===== src/rtl/freq_meas_seq.sv =====
// Equal-precision frequency measurement sequencer: gates on signal edges, counts
// signal periods (nx) and reference cycles (ns), delivers them over valid/ready.
module freq_meas_seq #(
   parameter int GATE_W  = 32,
   parameter int CNT_W   = 32,
   parameter int TMO_CYC = 400_000_000
) (
   input  logic              clk,
   input  logic              rst_n,
   input  logic              sig_in,
   input  logic              start,
   input  logic              cont,
   input  logic [GATE_W-1:0] gate_len,
   output logic              busy,
   output logic              gate_open,
   output logic [CNT_W-1:0]  nx,
   output logic [CNT_W-1:0]  ns,
   output logic              res_tmo,
   output logic              res_valid,
   input  logic              res_ready
);

   localparam int CMP_W = (CNT_W > GATE_W) ? CNT_W : GATE_W;
   localparam int TMO_W = $clog2(TMO_CYC + 1);

   typedef enum logic [1:0] {IDLE, WAIT_OPEN, GATE, DONE} state_t;

   state_t            state;
   logic [2:0]        sync_q;
   logic [GATE_W-1:0] gate_lat;
   logic [CNT_W-1:0]  nx_cnt;
   logic [CNT_W-1:0]  ns_cnt;
   logic [TMO_W-1:0]  idle_cnt;

   logic              rise;
   logic [CNT_W-1:0]  nx_inc;
   logic [CNT_W-1:0]  ns_inc;
   logic              win_done;
   logic              tmo_hit;

   // Two synchronizer flops, third flop is the edge-detect history.
   always_ff @(posedge clk or negedge rst_n) begin
      if (!rst_n) sync_q <= '0;
      else        sync_q <= {sync_q[1:0], sig_in};
   end

   assign rise     = sync_q[1] & ~sync_q[2];
   assign nx_inc   = (&nx_cnt) ? nx_cnt : nx_cnt + 1'b1;
   assign ns_inc   = (&ns_cnt) ? ns_cnt : ns_cnt + 1'b1;
   assign win_done = CMP_W'(ns_inc) >= CMP_W'(gate_lat);
   assign tmo_hit  = (idle_cnt == TMO_W'(TMO_CYC));

   // NOTE: every register here is assigned with <= so all of them update from
   // the same pre-edge values; mixing in = would make results order-dependent.
   always_ff @(posedge clk or negedge rst_n) begin
      if (!rst_n) begin
         state     <= IDLE;
         gate_lat  <= '0;
         nx_cnt    <= '0;
         ns_cnt    <= '0;
         idle_cnt  <= '0;
         busy      <= 1'b0;
         gate_open <= 1'b0;
         nx        <= '0;
         ns        <= '0;
         res_tmo   <= 1'b0;
         res_valid <= 1'b0;
      end else begin
         unique case (state)
            IDLE: begin
               if ((start || cont) && !res_valid) begin
                  gate_lat <= (gate_len == '0) ? GATE_W'(1) : gate_len;
                  nx_cnt   <= '0;
                  ns_cnt   <= '0;
                  idle_cnt <= '0;
                  busy     <= 1'b1;
                  state    <= WAIT_OPEN;
               end
            end

            WAIT_OPEN: begin
               if (rise) begin
                  gate_open <= 1'b1;
                  nx_cnt    <= '0;
                  ns_cnt    <= '0;
                  idle_cnt  <= '0;
                  state     <= GATE;
               end else if (tmo_hit) begin
                  nx        <= '0;
                  ns        <= '0;
                  res_tmo   <= 1'b1;
                  res_valid <= 1'b1;
                  state     <= DONE;
               end else begin
                  idle_cnt <= idle_cnt + 1'b1;
               end
            end

            GATE: begin
               ns_cnt <= ns_inc;
               if (rise) begin
                  nx_cnt   <= nx_inc;
                  idle_cnt <= '0;
                  // The closing edge belongs to the window: counted in both nx and ns.
                  if (win_done) begin
                     gate_open <= 1'b0;
                     nx        <= nx_inc;
                     ns        <= ns_inc;
                     res_tmo   <= 1'b0;
                     res_valid <= 1'b1;
                     state     <= DONE;
                  end
               end else if (tmo_hit) begin
                  gate_open <= 1'b0;
                  nx        <= '0;
                  ns        <= '0;
                  res_tmo   <= 1'b1;
                  res_valid <= 1'b1;
                  state     <= DONE;
               end else begin
                  idle_cnt <= idle_cnt + 1'b1;
               end
            end

            DONE: begin
               if (res_valid && res_ready) begin
                  res_valid <= 1'b0;
                  busy      <= 1'b0;
                  state     <= IDLE;
               end
            end

            default: state <= IDLE;
         endcase
      end
   end

endmodule


===== config.mk =====
export PLATFORM = sky130hd
export DESIGN_NAME = freq_meas_seq
export DESIGN_NICKNAME = d
export VERILOG_FILES = /design/src/rtl/freq_meas_seq.sv
export SDC_FILE = /design/constraint.sdc
export NUM_CORES = 1
export LEC_CHECK = 0
export ABC_AREA = 1
export BUFFER_PORTS_ARGS = -buffer_cell sky130_fd_sc_hd__buf_2
export CORE_MARGIN = 10
export CORE_UTILIZATION = 50
export DETAILED_ROUTE_END_ITERATION = 6
export MAX_ROUTING_LAYER = met4
export PLACE_DENSITY = 0.73
export SLEW_MARGIN = 10
export SYNTH_ARGS = -nofsm -noshare
export SYNTH_HDL_FRONTEND = slang
export SYNTH_SLANG_ARGS = --single-unit

===== constraint.sdc =====
create_clock -name clk -period 4.5 [get_ports clk]
set_input_delay 0 -clock clk [delete_from_list [all_inputs] [get_ports clk]]
set_output_delay 0 -clock clk [all_outputs]
set_load 0.05 [all_outputs]

==> flow_summary_export.csv, run 1 <==
group,metric,value,unit
run_status,status,"completed",
synthesis,synth_cell_types,39,
finish,nets,1952,
global_route,grt_pass1_wl,61.53,mm
die,start_util,51.03,%
sta,slew_violations,0,
pwr,p_leak,0.007090,uW
finish,layout-drive-gt1-share,9.645,%
finish,layout_commonest_cell,"nand2_1",
synthesis,synthesis.area,12450,sq um
clock_tree,postCtsSetupBuffers,0,
clock_tree,cts_tree,"done",
die,die-width,177.8,um
critical_path,crit_path_frequent_cell,"nand2_1",
sta,tns,0,ns
route,wl,38.02,mm
critical_path,worstReg2RegEnd,"state[1]$_DFFE_PN0P_",
route,drc,0,
sta,slew_headroom,22.34,%
synthesis,synth-main-ff-cell,"dfrtp_1",
synthesis,async_reset_ff_share,100.0,%
critical_path,reg2reg_from,"ns_cnt[0]$_DFFE_PN0P_",
critical_path,critPathKind,"flop to flop",
pwr,ir_worst_vdd,0.3230,mV
finish,layout_common_cells,"564 x nand2_1, 198 x dfrtp_1, 185 x inv_1, 185 x nand3_1, 126 x nor2_1",
finish,num-fill-cells,2345,
sta,rsz0062_at_grt,"no",
sta,fmax,0.2490,GHz
worst_hold_path,min_path_type,"primary input to flop",
synthesis,syn_avg_cell_area,7.024,sq um
placement,place.gp.congestion,0.9912,
sta,setup_viol,0,
worst_hold_path,min_to,"res_valid$_DFFE_PN0P_",
clock_tree,clockBufferDepth,2,
critical_path,critPathMaxStageDelay,0.42,ns
job,max-cap-violations,0,
synthesis,synth_warnings,0,
clock_tree,insertion_delay,0.44,ns
global_route,antenna_found_initial,1,
worst_hold_path,hp-start,"res_ready",
clock_tree,cts_buffers,17,
clock_tree,h-tree-depth,4,
global_route,grt_max_degree,110,
synthesis,synth-edff-count,0,
route,viasPerCell,5.556,
sta,fin_worst_skew,0.01388,ns
critical_path,r2r_cells,29,
route,drt_iter0_drc,1302,
critical_path,critical_path_arrival,4.33,ns
route,firstDrtPassIters,5,
synthesis,ys_seq_area_share,39.81,%
sta,worstMarginPinSlew,1.162,ns
global_route,track_usage,24.70,%
worst_hold_path,min_path_cells,5,
critical_path,r2r_slack,0.48,ns
die,die_h,177.8,um
die,rows,57,
route,wire_per_inst,17.19,um
global_route,grt_overflow_total,0,
synthesis,synth_fp_nets,1850,
critical_path,critPathLaunchType,"flop",
sta,post-route-min-period,4.016,ns
clock_tree,numClockSinks,198,
route,ant_nets,0,
sta,hold_violations,0,
route,vias,12290,
clock_tree,root_buffer,"clkbuf_16",
synthesis,synthCells,1772,
critical_path,crit_fanout,33,
critical_path,cpMaxStageDelayCell,"dfrtp_1",
global_route,first_global_vias,11720,
critical_path,endpoint_kind,"flop",
die,die-area,31600,sq um
synthesis,synth.ff_latch_count,198,
sta,post-route-period-util,89.25,%
die,pin_count,106,
placement,detailed_place_hpwl,26.78,mm
placement,io_buffers,105,
pwr,p_total,5837,uW
clock_tree,clk_pin_slew,0.08,ns
critical_path,startpoint,"ns_cnt[0]$_DFFE_PN0P_",
pwr,p_per_area,412.4,nW/um^2
critical_path,worstPathRequired,4.81,ns
finish,area_growth,13.72,%
die,core-area,24390,sq um
[layer usage]
layer | wire length (um) | track usage (%)
met1 | 17510 | 33.33
met4 | 977 | 7.919
met5 | 0 | -
met2 | 17210 | 37.61
met3 | 2314 | 3.549
[critical path, delay by kind of cell (launching register included)]
family	cells	cell delay, ns
adders and majority gates	2	0.54
DFF	1	0.42
buffers and inverters	5	0.78
AOI/OAI and AO/OA	1	0.07
and+or+nand+nor	21	2.07
[registers in the layout, summed over array words and instances, names as in the netlist]
name       flops
busy           1
gate_lat      32
gate_open      1
idle_cnt      29
ns            32
ns_cnt        32
nx            32
nx_cnt        32
res_tmo        1
res_valid      1
state          2
sync_q         3
[Yosys cell counts, drive strengths merged, types with 2 or more instances]
cell	n	area, sq um
nor4	12	75.07
nand3	185	925.9
a22o	8	70.07
xor2	49	429.2
o211ai	3	22.52
nand4	40	250.2
o22ai	36	225.2
or2	3	18.77
buf	45	245.2
xnor2	2	17.52
dfrtp	198	4955
nand2	570	2147
ha	40	500.5
nand3b	4	30.03
o21ai	117	596.8
inv	193	724.4
a21oi	40	204.0
clkbuf	28	105.1
o31ai	2	15.01
clkinv	2	7.510
nor3b	3	22.52
a21o	4	30.03
nor3	53	291.5
nor2	131	511.7
[power by group]
| group | switching, uW | internal, uW |
|---|---|---|
| combinational | 1630 | 489 |
| sequential | 109 | 1990 |
| clock | 762 | 854 |
[metrics by stage]
stage          setup slack [ns]  instances  area [sq um]  hold WS (ns)  utilization, %
4_1_cts                  0.2619       2211         14140       0.01694           57.99
5_1_grt                  0.1434       2212         14150       0.04637           58.03
2_1_floorplan             1.510       1772         12450       -0.2956               -
3_5_place_dp             0.3072       2145         13200        0.1098           54.13
6_report                 0.4835       2212         14150       0.02464           58.03
3_3_place_gp             0.5322       2145         13200        0.1109           54.13
[cell type report]
type	count	area, sq um	share of cell area [%]
diodes	1	2.502	0.01768
clock buffers	19	442.9	3.129
clock inverters	13	157.7	1.114
inverters	195	732.0	5.171
multi-input cells	1306	6441	45.51
flip-flops and latches	198	4955	35.00
well taps	324	405.4	2.864
repair buffers	156	1018	7.195
[worst max path at each step]
stage | to | slack [ns]
2_1_floorplan | ns[0]$_DFFE_PN0P_ | 1.51
3_3_place_gp | nx[11]$_DFFE_PN0P_ | 0.53
3_5_place_dp | nx[1]$_DFFE_PN0P_ | 0.31
4_1_cts | nx[1]$_DFFE_PN0P_ | 0.26
5_1_grt | state[1]$_DFFE_PN0P_ | 0.14
6_report | state[1]$_DFFE_PN0P_ | 0.48
[what timing repair did]
action | CTS | global route
hold endpoints to repair | 141 | 0
setup endpoints to repair | 0 | 52
hold buffers | 34 | 0
gates resized for setup | 0 | 2
[logic make-up after synthesis]
family | synth area share (%)
AND/OR/NAND/NOR | 34.43
buffers and inverters | 8.695
AO/OA/AOI/OAI | 9.459
flip-flops | 39.81
XOR/XNOR | 3.589
adder cells (fa/ha/maj) | 4.021
(Power assumes the default switching activity.)
==> run 2: changes to the inputs <==
--- a/config.mk
+++ b/config.mk
@@ -9,7 +9,9 @@
 export BUFFER_PORTS_ARGS = -buffer_cell sky130_fd_sc_hd__buf_2
 export CORE_MARGIN = 10
 export CORE_UTILIZATION = 50
+export CTS_CLUSTER_DIAMETER = 150
 export DETAILED_ROUTE_END_ITERATION = 6
+export HOLD_SLACK_MARGIN = 0.06
 export MAX_ROUTING_LAYER = met4
 export PLACE_DENSITY = 0.73
 export SLEW_MARGIN = 10
==> flow_summary_export.csv, run 2 (synthesis results as in run 1) <==
group,metric,value,unit
sta,fin_worst_skew,0.01246,ns
pwr,p_per_area,412.5,nW/um^2
sta,post-route-period-util,88.99,%
die,pin_count,106,
sta,fmax,0.2497,GHz
route,vias,12290,
run_status,status,"completed",
global_route,busiest_layer,"met2",
critical_path,cpMaxStageDelayCell,"dfrtp_1",
clock_tree,clockBufferDepth,2,
critical_path,critPathMaxStageDelay,0.42,ns
sta,setup_viol,0,
sta,tns,0,ns
global_route,grt_overflow_total,0,
route,firstDrtPassIters,6,
die,core-area,24390,sq um
route,wire_per_inst,17.23,um
placement,io_buffers,105,
sta,post-route-min-period,4.005,ns
critical_path,critPathLaunchType,"flop",
critical_path,crit_path_frequent_cell,"nand2_1",
global_route,grt_max_degree,110,
global_route,antenna_found_initial,1,
critical_path,critical_path_arrival,4.32,ns
route,viasPerCell,5.553,
clock_tree,cts_tree,"done",
finish,layout-drive-gt1-share,9.640,%
pwr,ir_worst_vdd,0.3216,mV
finish,layout_commonest_cell,"nand2_1",
sta,rsz0062_at_grt,"no",
finish,layout_common_cells,"564 x nand2_1, 198 x dfrtp_1, 185 x inv_1, 185 x nand3_1, 126 x nor2_1",
critical_path,crit_fanout,33,
clock_tree,clk_pin_slew,0.07,ns
worst_hold_path,min_path_type,"primary input to flop",
die,start_util,51.03,%
clock_tree,h-tree-depth,4,
placement,detailed_place_hpwl,26.78,mm
clock_tree,numClockSinks,198,
finish,stdcell_area,14160,sq um
critical_path,critPathKind,"flop to flop",
placement,placed_cell_area,13200,sq um
finish,nets,1953,
global_route,first_global_vias,11720,
route,drc,0,
die,die_h,177.8,um
route,drt_iter0_drc,1248,
sta,worstMarginPinSlew,1.151,ns
pwr,p_leak,0.007094,uW
finish,area_growth,13.80,%
finish,num-fill-cells,2344,
sta,hold_violations,0,
die,die-area,31600,sq um
clock_tree,cts_buffers,17,
sta,slew_headroom,23.10,%
die,die-width,177.8,um
route,wl,38.14,mm
global_route,use_met2,37.61,%
route,ant_nets,0,
critical_path,endpoint_kind,"flop",
sta,slew_violations,0,
global_route,grt_pass1_wl,61.53,mm
global_route,grtUsageMet1,33.33,%
clock_tree,insertion_delay,0.44,ns
global_route,track_usage,24.70,%
placement,place.gp.congestion,0.9912,
global_route,grt_util_met3,3.549,%
job,max-cap-violations,0,
critical_path,worstPathRequired,4.82,ns
die,rows,57,
clock_tree,root_buffer,"clkbuf_16",
==> run 2: final cells by class <==
class	count	area, sq um	share of cell area (%)
clock inverter	13	157.7	1.113
tap	324	405.4	2.862
multi-input combinational	1306	6441	45.47
clock buffer	19	442.9	3.127
antenna	1	2.502	0.01767
inverter	195	732.0	5.167
timing repair buffer	157	1028	7.261
sequential	198	4955	34.98
==> run 2: critical path: cells and delay by family, from the launching register on <==
kind	cells	cell delay [ns]
AOI/OAI and AO/OA	1	0.07
adders and majority gates	2	0.54
and+or+nand+nor	21	2.07
buffers and inverters	5	0.78
DFF	1	0.42
==> run 2: power breakdown <==
part / internal (uW) / total, uW / switching, uW
Clock: 854 / 1620 / 763
Sequential: 1990 / 2100 / 110
Combinational: 489 / 2130 / 1640
Total: 3330 / 5840 / 2510
==> run 2: routing by layer <==
layer,part of all wire (%),wire (um)
met1,46,17420
met2,45,17350
met3,6.3,2385
met4,2.6,984
met5,0,0
==> run 2: metrics by stage <==
step,utilization [%],setup WS (ns),std cells,hold WS [ns],power (uW)
after global placement,54.13,0.5322,2145,0.1109,4161
after detailed placement,54.13,0.3072,2145,0.1098,4193
after CTS,58.03,0.2619,2212,0.06024,5821
after floorplan,-,1.510,1772,-0.2956,3604
final,58.07,0.4955,2213,0.07263,5843
after global routing,58.07,0.1434,2213,0.09628,6166
==> run 2: worst paths after layout <==
check | to | cells past startpoint | from | slack (ns)
setup reg to reg | state[1]$_DFFE_PN0P_ | 29 | ns_cnt[0]$_DFFE_PN0P_ | 0.50
setup / recovery | state[1]$_DFFE_PN0P_ | 29 | ns_cnt[0]$_DFFE_PN0P_ | 0.50
hold / removal | gate_lat[0]$_DFFE_PN0P_ | 4 | start | 0.07
max in group asynchronous | sync_q[1]$_DFF_PN0_ | 3 | rst_n | 3.24
min in group asynchronous | gate_lat[23]$_DFFE_PN0P_ | 2 | rst_n | 0.25
hold reg to reg | sync_q[1]$_DFF_PN0_ | 0 | sync_q[0]$_DFF_PN0_ | 0.36
==> run 2: what timing repair did <==
item | 4_1_cts | 5_1_grt
gates resized for setup | 0 | 2
hold buffers | 35 | 0
setup endpoints to repair | 0 | 52
endpoints found under the hold margin | 143 | 0
setup buffers | 0 | 0
==> run 3: changes to the inputs <==
--- a/config.mk
+++ b/config.mk
@@ -13,7 +13,7 @@
 export DETAILED_ROUTE_END_ITERATION = 6
 export HOLD_SLACK_MARGIN = 0.06
 export MAX_ROUTING_LAYER = met4
-export PLACE_DENSITY = 0.73
+export PLACE_DENSITY = 0.75
 export SLEW_MARGIN = 10
 export SYNTH_ARGS = -nofsm -noshare
 export SYNTH_HDL_FRONTEND = slang
==> constraint.sdc (replaced) <==
create_clock -name clk -period 3.25 [get_ports clk]
set_input_delay 0 -clock clk [delete_from_list [all_inputs] [get_ports clk]]
set_output_delay 0 -clock clk [all_outputs]
set_load 0.05 [all_outputs]
==> flow_summary_export.csv, run 3 (synthesis results as in run 1) <==
group,metric,value,unit
finish,area_growth,25.54,%
clock_tree,h-tree-depth,4,
critical_path,endpoint_kind,"flop",
die,die-width,177.8,um
placement,place.gp.congestion,1.024,
finish,layout_common_cells,"513 x nand2_1, 198 x dfrtp_1, 178 x nand3_1, 176 x inv_1, 113 x nor2_1",
critical_path,critical_path_arrival,3.59,ns
global_route,track_usage,25.65,%
route,drt_iter0_drc,1429,
sta,fin_worst_skew,0.01376,ns
finish,layout_commonest_cell,"nand2_1",
critical_path,critPathLaunchType,"flop",
run_status,status,"finished with violations",
critical_path,r2r_cells,23,
critical_path,r2r_slack,-0.001,ns
global_route,grt_max_degree,92,
route,viasPerCell,5.675,
run_status,failed_checks,"negative setup slack",
finish,nets,2046,
pwr,p_leak,0.007735,uW
placement,detailed_place_hpwl,28.17,mm
pwr,sw_frac_of_total,44.28,%
route,drc,0,
pwr,p_total,8682,uW
sta,hold_violations,0,
global_route,antenna_found_initial,0,
placement,io_buffers,105,
global_route,first_global_vias,12030,
die,core-area,24390,sq um
clock_tree,insertion_delay,0.44,ns
pwr,pwr-share-clk,24.4,%
clock_tree,cts_buffers,17,
critical_path,reg2reg_from,"ns_cnt[1]$_DFFE_PN0P_",
pwr,power.switching,3844,uW
placement,post-place-cells,2208,
route,wl,42.34,mm
sta,slew_violations,0,
route,firstDrtPassIters,6,
sta,slew_headroom,40.85,%
critical_path,critPathKind,"flop to flop",
finish,layout-drive-gt1-share,19.18,%
sta,post-route-min-period,3.251,ns
die,pin_count,106,
clock_tree,root_buffer,"clkbuf_16",
sta,rsz0062_at_grt,"yes",
global_route,grt_overflow_total,0,
pwr,pwr-share-seq,33.5,%
critical_path,worstReg2RegEnd,"ns[22]$_DFFE_PN0P_",
sta,post-route-period-util,100.0,%
clock_tree,clk_pin_slew,0.08,ns
global_route,grt_pass1_wl,63.94,mm
sta,setup_viol,2,
die,die_h,177.8,um
clock_tree,numClockSinks,198,
die,die-area,31600,sq um
job,max-cap-violations,0,
critical_path,crit_fanout,11,
finish,diodes,0,
sta,finalWorstSetupSlack,-0.001092,ns
route,ant_nets,0,
pwr,p_per_area,555.6,nW/um^2
route,wire_per_inst,18.37,um
pwr,combPwrFrac,42.0,%
die,rows,57,
critical_path,worstPathRequired,3.58,ns
sta,worstMarginPinSlew,0.8872,ns
finish,fin_cells,2305,
clock_tree,clockBufferDepth,2,
route,vias,13080,
die,start_util,51.03,%
clock_tree,cts_tree,"done",
pwr,internal_power,4838,uW
pwr,ir_worst_vdd,0.5736,mV
sta,fmax,0.3076,GHz
worst_hold_path,min_path_type,"primary input to asynchronous set/reset pin",
run 3: cell count changes in the layout (fill, tap and decap cells not counted), sizes merged:
cell,previous run,this run
buf,121,207
clkbuf,20,25
bufinv,2,0
clkinv,5,7
clkinvlp,1,3
diode,1,0
run 3: power groups by stage:
stage               Clock, uW  Sequential, uW  Combinational, uW
finish                   2120            2910               3650
global route             2240            2950               3940
CTS                      2140            2900               3030
detailed placement          0            2950               2970
global placement            0            2940               2910
floorplan                   0            3130               1860
run 3: worst max path at each step:
| stage | slack (ns) | end | start |
|---|---|---|---|
| 2_1_floorplan | 0.26 | ns[0]$_DFFE_PN0P_ | ns_cnt[0]$_DFFE_PN0P_ |
| 3_3_place_gp | 0.02 | state[1]$_DFFE_PN0P_ | ns_cnt[0]$_DFFE_PN0P_ |
| 3_5_place_dp | -0.03 | state[1]$_DFFE_PN0P_ | ns_cnt[0]$_DFFE_PN0P_ |
| 4_1_cts | 0.01 | nx[2]$_DFFE_PN0P_ | ns_cnt[27]$_DFFE_PN0P_ |
| 5_1_grt | -0.17 | ns[22]$_DFFE_PN0P_ | ns_cnt[1]$_DFFE_PN0P_ |
| 6_report | -0.001 | ns[22]$_DFFE_PN0P_ | ns_cnt[1]$_DFFE_PN0P_ |
run 3: area by class of cell:
cell class,count,area (sq um)
fill,2149,8765
multi-input combinational,1306,6973
sequential,198,4955
timing repair buffer,250,1989
inverter,195,737.0
clock buffer,17,425.4
tap,324,405.4
clock inverter,15,141.4
run 3: routing by layer:
| metal | GRT usage (%) | vias to the layer above | wire length, um |
|---|---|---|---|
| li1 | - | 6168 | - |
| met1 | 34.58 | 6250 | 18500 |
| met2 | 40.49 | 599 | 19830 |
| met3 | 3.209 | 64 | 3225 |
| met4 | 5.905 | 0 | 782 |
| met5 | - | - | 0 |
run 3: critical path: stages (launching register included):
cell and delay [ns]:
dfrtp_1 0.39, ha_2 0.20, nand2_2 0.07, nor2_4 0.17, nand2_2 0.09, inv_2 0.09
nand3_4 0.08, inv_4 0.09, nand2_8 0.09, buf_12 0.17, nand2_1 0.11, ha_1 0.26
a21oi_1 0.17, o21ai_1 0.09, a21oi_2 0.15, nand2_2 0.09, nand2_1 0.06, nand2_1 0.06
nand2_2 0.12, nand2_8 0.11, buf_12 0.15, clkbuf_16 0.17, nand3_1 0.09, nand2_1 0.06
run 3: repair_timing:
item | in CTS | in global routing
cloned | 1 | 9
gates resized for setup | 8 | 135
hold buffers | 35 | 0
hold endpoints to repair | 123 | 0
pin swaps | 1 | 31
setup buffers | 1 | 20
endpoints found under the setup margin | 8 | 69
run 3: metrics by stage:
stage | hold WS (ns) | setup WS [ns] | TNS, ns | util [%] | instance area (sq um)
floorplan | -0.2956 | 0.2596 | 0 | - | 12450
global placement | 0.1090 | 0.01778 | 0 | 56.27 | 13730
detailed placement | 0.1095 | -0.03357 | -0.03714 | 56.27 | 13730
CTS | 0.1661 | 0.01259 | 0 | 60.34 | 14720
global route | 0.1853 | -0.1667 | -9.440 | 64.07 | 15630
finish | 0.1629 | -0.001092 | -0.001331 | 64.07 | 15630
